File: config.mk
export PLATFORM = sky130hd
export DESIGN_NAME = mem_read_arbiter
export DESIGN_NICKNAME = d
export VERILOG_FILES = /design/src/rtl/mem_arb_pkg.sv /design/src/rtl/mem_rr_picker.sv /design/src/rtl/mem_read_arbiter.sv
export SDC_FILE = /design/constraint.sdc
export NUM_CORES = 1
export LEC_CHECK = 0
export BUFFER_PORTS_ARGS = -buffer_cell sky130_fd_sc_hd__buf_4
export CORE_UTILIZATION = 51
export CTS_CLUSTER_SIZE = 28
export DETAILED_ROUTE_END_ITERATION = 12
export PLACE_DENSITY = 0.88
export SYNTH_ARGS = -nofsm -noshare
export SYNTH_HDL_FRONTEND = slang
export SYNTH_HIERARCHICAL = 1
export SYNTH_SLANG_ARGS = --single-unit
File: constraint.sdc
create_clock -name clk -period 6.35 [get_ports clk]
set_input_delay 0.3175 -clock clk [delete_from_list [all_inputs] [get_ports clk]]
set_output_delay 0.3175 -clock clk [all_outputs]
set_load 0.02 [all_outputs]
File: src/rtl/mem_arb_pkg.sv
// Shared types and defaults for the SRAM read-port arbiter.
package mem_arb_pkg;

    localparam int unsigned DEF_NUM_CLIENTS = 6;
    localparam int unsigned DEF_ADDR_W      = 19;
    localparam int unsigned DEF_LEN_W       = 8;
    localparam int unsigned DEF_MAX_OUT     = 4;
    localparam int unsigned PRIO_W          = 5;
    localparam int unsigned PRIO_IDX_W      = 3;
    localparam int unsigned PRIO_EN_BIT     = 4;

    typedef enum logic [2:0] {
        CL_POOL     = 3'd0,
        CL_CNN_WGT  = 3'd1,
        CL_CNN_PIC  = 3'd2,
        CL_FCC_BIAS = 3'd3,
        CL_FCC_WGT  = 3'd4,
        CL_FCC_PIC  = 3'd5
    } client_e;

    typedef enum logic [1:0] {
        IDLE  = 2'd0,
        ISSUE = 2'd1,
        DRAIN = 2'd2
    } state_e;

    // Round-robin pointer successor with wrap at n.
    function automatic int unsigned rr_next(input int unsigned idx, input int unsigned n);
        return (idx + 1 >= n) ? 0 : idx + 1;
    endfunction

endpackage

File: src/rtl/mem_rr_picker.sv
// Combinational requester selection: round-robin from a pointer, with an
// optional favoured client that wins whenever it is requesting.
module mem_rr_picker
    import mem_arb_pkg::*;
#(
    parameter int unsigned N     = DEF_NUM_CLIENTS,
    parameter int unsigned IDX_W = (N > 1) ? $clog2(N) : 1,
    parameter int unsigned FIX_W = PRIO_IDX_W
) (
    input  logic [N-1:0]     i_req,
    input  logic [IDX_W-1:0] i_rr_ptr,
    input  logic             i_fixed_en,
    input  logic [FIX_W-1:0] i_fixed_idx,
    output logic             o_found,
    output logic [IDX_W-1:0] o_winner
);

    int w_idx;

    always_comb begin
        o_found  = 1'b0;
        o_winner = '0;
        w_idx    = 0;
        // Scan offsets high-to-low so the nearest requester after the pointer is written last.
        for (int i = int'(N) - 1; i >= 0; i--) begin
            w_idx = int'(i_rr_ptr) + i;
            if (w_idx >= int'(N)) begin
                w_idx = w_idx - int'(N);
            end
            if (i_req[IDX_W'(w_idx)]) begin
                o_found  = 1'b1;
                o_winner = IDX_W'(w_idx);
            end
        end
        for (int i = 0; i < int'(N); i++) begin
            if (i_fixed_en && (i_fixed_idx == FIX_W'(i)) && i_req[IDX_W'(i)]) begin
                o_found  = 1'b1;
                o_winner = IDX_W'(i);
            end
        end
    end

endmodule

File: src/rtl/mem_read_arbiter.sv
// Shares the SRAM read port among the read clients: picks an owner, issues its
// row burst with a cap on reads in flight, and routes returns back to it.
module mem_read_arbiter
    import mem_arb_pkg::*;
#(
    parameter int unsigned NUM_CLIENTS = DEF_NUM_CLIENTS,
    parameter int unsigned ADDR_W      = DEF_ADDR_W,
    parameter int unsigned LEN_W       = DEF_LEN_W,
    parameter int unsigned MAX_OUT     = DEF_MAX_OUT
) (
    input  logic                          clk,
    input  logic                          rst,
    input  logic [NUM_CLIENTS-1:0]        client_req,
    input  logic [NUM_CLIENTS*ADDR_W-1:0] client_addr,
    input  logic [NUM_CLIENTS*LEN_W-1:0]  client_len,
    input  logic [PRIO_W-1:0]             client_priority,
    output logic [NUM_CLIENTS-1:0]        client_gnt,
    output logic [NUM_CLIENTS-1:0]        client_rvalid,
    output logic [NUM_CLIENTS-1:0]        client_last,
    output logic                          sram_read,
    output logic [ADDR_W-1:0]             sram_addr,
    input  logic                          sram_rvalid,
    output logic                          busy,
    output logic                          err
);

    localparam int unsigned IDX_W = (NUM_CLIENTS > 1) ? $clog2(NUM_CLIENTS) : 1;
    localparam int unsigned OUT_W = $clog2(MAX_OUT + 1);

    state_e                 r_state;
    state_e                 w_state_next;
    logic [IDX_W-1:0]       r_rr_ptr;
    logic [IDX_W-1:0]       r_owner;
    logic [IDX_W-1:0]       w_winner;
    logic                   w_found;
    logic [ADDR_W-1:0]      r_addr;
    logic [ADDR_W-1:0]      w_req_addr;
    logic [LEN_W-1:0]       r_len;
    logic [LEN_W-1:0]       w_req_len;
    logic [LEN_W-1:0]       r_issued;
    logic [LEN_W-1:0]       r_returned;
    logic [OUT_W-1:0]       r_outstanding;
    logic [NUM_CLIENTS-1:0] r_gnt;
    logic                   r_err;
    logic                   w_arb;
    logic                   w_issue;
    logic                   w_ret;
    logic                   w_last_issue;
    logic                   w_last_ret;
    logic                   w_unused_prio;

    assign w_unused_prio = client_priority[PRIO_IDX_W];

    mem_rr_picker #(
        .N     (NUM_CLIENTS),
        .IDX_W (IDX_W),
        .FIX_W (PRIO_IDX_W)
    ) u_picker (
        .i_req       (client_req),
        .i_rr_ptr    (r_rr_ptr),
        .i_fixed_en  (client_priority[PRIO_EN_BIT]),
        .i_fixed_idx (client_priority[PRIO_IDX_W-1:0]),
        .o_found     (w_found),
        .o_winner    (w_winner)
    );

    // Winner's start row and burst length.
    always_comb begin
        w_req_addr = '0;
        w_req_len  = '0;
        for (int i = 0; i < int'(NUM_CLIENTS); i++) begin
            if (w_winner == IDX_W'(i)) begin
                w_req_addr = client_addr[i*ADDR_W +: ADDR_W];
                w_req_len  = client_len[i*LEN_W +: LEN_W];
            end
        end
    end

    // A return only counts while something is in flight; otherwise it is an error.
    assign w_arb        = (r_state == IDLE) && w_found;
    assign w_issue      = (r_state == ISSUE) && (r_outstanding < OUT_W'(MAX_OUT));
    assign w_ret        = sram_rvalid && (r_outstanding != '0);
    assign w_last_issue = w_issue && ((r_issued + LEN_W'(1)) == r_len);
    assign w_last_ret   = w_ret && ((r_returned + LEN_W'(1)) == r_len);

    always_ff @(posedge clk or posedge rst) begin
        if (rst) begin
            r_state <= IDLE;
        end else begin
            r_state <= w_state_next;
        end
    end

    always_comb begin
        w_state_next = r_state;
        case (r_state)
            IDLE:    if (w_arb && (w_req_len != '0)) w_state_next = ISSUE;
            ISSUE:   if (w_last_issue)               w_state_next = DRAIN;
            DRAIN:   if (w_last_ret)                 w_state_next = IDLE;
            default:                                 w_state_next = IDLE;
        endcase
    end

    always_comb begin
        sram_read     = w_issue;
        sram_addr     = w_issue ? r_addr : '0;
        busy          = (r_state != IDLE);
        client_rvalid = '0;
        client_last   = '0;
        if (w_ret) begin
            client_rvalid[r_owner] = 1'b1;
        end
        if (w_last_ret) begin
            client_last[r_owner] = 1'b1;
        end
    end

    assign client_gnt = r_gnt;
    assign err        = r_err;

    always_ff @(posedge clk or posedge rst) begin
        if (rst) begin
            r_gnt         <= '0;
            r_rr_ptr      <= '0;
            r_owner       <= '0;
            r_addr        <= '0;
            r_len         <= '0;
            r_issued      <= '0;
            r_returned    <= '0;
            r_outstanding <= '0;
            r_err         <= 1'b0;
        end else begin
            r_gnt <= '0;
            if (w_arb) begin
                r_gnt      <= NUM_CLIENTS'(1) << w_winner;
                r_owner    <= w_winner;
                r_addr     <= w_req_addr;
                r_len      <= w_req_len;
                r_issued   <= '0;
                r_returned <= '0;
                r_rr_ptr   <= IDX_W'(rr_next(32'(w_winner), NUM_CLIENTS));
            end
            if (w_issue) begin
                r_issued <= r_issued + LEN_W'(1);
                r_addr   <= r_addr + ADDR_W'(1);
            end
            if (w_ret) begin
                r_returned <= r_returned + LEN_W'(1);
            end
            case ({w_issue, w_ret})
                2'b10:   r_outstanding <= r_outstanding + OUT_W'(1);
                2'b01:   r_outstanding <= r_outstanding - OUT_W'(1);
                default: r_outstanding <= r_outstanding;
            endcase
            if (sram_rvalid && (r_outstanding == '0)) begin
                r_err <= 1'b1;
            end
        end
    end

endmodule
==> reports/qor.yml <==
outcome:
  status: "complete, no violations"
sta:
  relSlewSlack: 0.422
  skew_ns: 0.00911
  rsz0062_at_grt: "false"
  max_freq_ghz: 0.191
  period_needed_ns: 5.22
  setup_viols_final: 0
  final-hold-violation-count: 0
  tightestPinTransition_ns: 0.865
  finalSetupTns_ns: 0
  min_period_over_period: 0.823
  finalMaxSlewViolations: 0
clocking:
  clk_pin_slew_ns: 0.05
  cts_sinks: 61
  ctsRootBufferMaster: "sky130_fd_sc_hd__clkbuf_16"
  hold_buffers: 0
  cts_max_path_buffers: 2
  worst_skew_pair.late_latency_ns: 0.34
  cts-resized-gates: 0
  cts_setup_buffers: 0
  ctsHtreeMaxLevel: 3
  numCtsBuffers: 9
  tritoncts: "built"
setup_path:
  cp_max_delay_cell: "sky130_fd_sc_hd__ha_1"
  cp_data_required_time_ns: 6.53
  cpLargestDelayFamily: "compound AO/OA/AOI/OAI gates"
  critical_path.startpoint: "r_rr_ptr[1]"
  path_cells: "inv_1, ha_1, nand3_1, mux2i_2, mux2i_1, mux2i_4, nor2b_1, o311ai_1, inv_1, ha_1, buf_4, nand3b_1, a31oi_1, a221oi_1, nor2_1, a21oi_1, a221oi_2"
  endpoint_class_of_the_critical_path: "flop"
  critical_path_depth: 17
  critical_path.max_fanout: 27
  worstSetupStartpointType: "flop"
  critical_path_arrival_ns: 5.40
  worst_r2r_path_depth: 17
  critPathKind: "reg -> reg"
  cp_num_buf_inv: 3
  reg2reg_from: "r_rr_ptr[1]"
  slowest_delay_ns: 0.68
floorplanning:
  total_core_area_um2: 11400
  design.portCount: 216
  floorplan.initialDensity: 0.525
  die_width_um: 110
  design.die.area_um2: 12200
  die-height_um: 110
  placementRows: 39
layout:
  num-fill-cells: 988
  antenna_cells: 0
  finalNonFillerCells: 1110
  post_route_cells_drive_above_1_share: 0.287
  fin_nets: 1158
  areaGrowthSynthToFinish_pct: 31.5
place:
  count_of_buffers_inserted_at_the_top_level_ports: 214
  place.detailed.instances: 1095
  detailed_place_hpwl_um: 14800
  weighted_congestion_at_the_end_of_routability_driven_global_placement: 0.980
global_routing:
  maximum_number_of_pins_on_one_net_before_global_route_repair: 62
  grt_use_total: 0.316
  initial_antenna_violation_count: 0
  first_pass_grt_wire_length_um: 31000
  global_route.overflow_total: 0
  grt_pass1_vias: 6040
hold_path:
  holdCritStartpoint: "sram_rvalid"
  min_path_type: "in -> reg"
  holdPathStages: 2
logic_synthesis:
  synth_seq_cells: 61
  netlist-cell-type-count: 85
  synthesis.instances: 778
  synth-main-ff-cell: "sky130_fd_sc_hd__dfrtp_1"
  synthTopCellsByArea: "sky130_fd_sc_hd__dfrtp_1, sky130_fd_sc_hd__o21ai_0, sky130_fd_sc_hd__nand2_1"
  synth_area_um2: 5990
  postSynthNetCount: 973
  yosys.cell_count.top_type: "sky130_fd_sc_hd__nand2_1"
  yosysTopAreaCellShare: 0.255
  async_sr_flop_fraction: 1.00
  synth.avg_cell_area_um2: 7.70
  synth_sequential_area_ratio: 0.255
  yosys_warnings: 6
  ys_top_cells_by_count: "sky130_fd_sc_hd__nand2_1, sky130_fd_sc_hd__o21ai_0, sky130_fd_sc_hd__dfrtp_1"
  synth-edff-count: 0
  post-synth-top-area-cell: "sky130_fd_sc_hd__dfrtp_1"
detailed_routing:
  post-route-drc-count: 0
  wire_per_inst_um: 17.7
  route.antenna.remaining_nets: 0
  dr_total_vias: 6642
  first_iter_violations: 720
  wirelength_um: 19600
  drt_first_pass_iters: 6
  average_via_count_per_standard_cell: 5.98
job:
  drv_cap: 0
==> placed cells by master (no fill, tap or decap), drive strengths merged, types with 8 or more instances in the layout <==
master	count
nand3b	10
a31oi	16
clkbuf	10
nor2	47
dfrtp	61
xor2	14
o21ai	94
nor2b	20
and2	33
mux2i	16
a221oi	10
a211oi	8
buf	228
o211ai	16
inv	19
ha	18
a21oi	54
nand2b	8
nor3	22
a211o	9
nand3	22
and3	19
xnor2	19
a221o	8
nand2	97
==> cell families (layout without fill, tap and decap cells) <==
logic type / after synthesis / after routing / synth area share
compound gates: 260 / 260 / 0.277
flops: 61 / 61 / 0.255
buf+inv: 74 / 263 / 0.0614
xor+xnor: 34 / 34 / 0.0566
simple gates: 309 / 309 / 0.269
mux: 21 / 21 / 0.0401
fa+ha+maj: 19 / 19 / 0.0409
==> layer usage <==
layer  global-route usage  vias to the layer above  routed length [um]
li1                     -                     3204                   -
met1                0.450                     3060                8600
met2                0.483                      334                8790
met3               0.0532                       44                1690
met4                0.110                        0                 532
met5                    0                        -                   0
==> area by class of cell <==
class / instances / area (um2) / share of cell area
Tap cell: 143 / 179 / 0.0227
Sequential cell: 61 / 1530 / 0.194
Clock inverter: 5 / 52.6 / 0.00667
Inverter: 20 / 80.1 / 0.0102
Clock buffer: 10 / 229 / 0.0291
Timing Repair Buffer: 228 / 1710 / 0.217
Multi-Input combinational cell: 643 / 4100 / 0.520
==> worst reg2reg max path, cell delays in order, from the launching register on <==
cell and delay (ns):
sky130_fd_sc_hd__dfrtp_1 0.51, sky130_fd_sc_hd__inv_1 0.19, sky130_fd_sc_hd__ha_1 0.68, sky130_fd_sc_hd__nand3_1 0.17, sky130_fd_sc_hd__mux2i_2 0.25, sky130_fd_sc_hd__mux2i_1 0.15, sky130_fd_sc_hd__mux2i_4 0.26, sky130_fd_sc_hd__nor2b_1 0.08
sky130_fd_sc_hd__o311ai_1 0.58, sky130_fd_sc_hd__inv_1 0.17, sky130_fd_sc_hd__ha_1 0.47, sky130_fd_sc_hd__buf_4 0.35, sky130_fd_sc_hd__nand3b_1 0.11, sky130_fd_sc_hd__a31oi_1 0.08, sky130_fd_sc_hd__a221oi_1 0.55, sky130_fd_sc_hd__nor2_1 0.10
sky130_fd_sc_hd__a21oi_1 0.27, sky130_fd_sc_hd__a221oi_2 0.11
==> through the flow <==
stage / hold WS [ns] / setup slack, ns / area (um2) / util
finish: 0.200 / 1.13 / 7880 / 0.690
global route: 0.219 / 0.648 / 7880 / 0.690
CTS: 0.201 / 1.20 / 7880 / 0.690
detailed placement: 0.459 / 1.19 / 7600 / 0.665
global placement: 0.443 / 1.35 / 7600 / 0.665
floorplan: 0.434 / 2.13 / 5990 / -
==> registers in the layout, indices dropped and copies added, names as in the netlist <==
name           count
r_owner            3
r_outstanding      3
err                1
r_addr            19
r_issued           8
r_returned         8
r_state            2
client_gnt         6
r_rr_ptr           3
r_len              8
==> final timing paths <==
path,end,slack (ns)
worst min register to register,err,0.46
worst max-delay path,r_addr[15],1.13
worst max register to register,r_addr[15],1.13
max in group asynchronous,r_outstanding[1],5.62
worst min-delay path,err,0.20
min in group asynchronous,r_addr[8],0.21
Power is not shown: default switching activity piles up to over one toggle a cycle in this logic, so the estimate is an artifact.
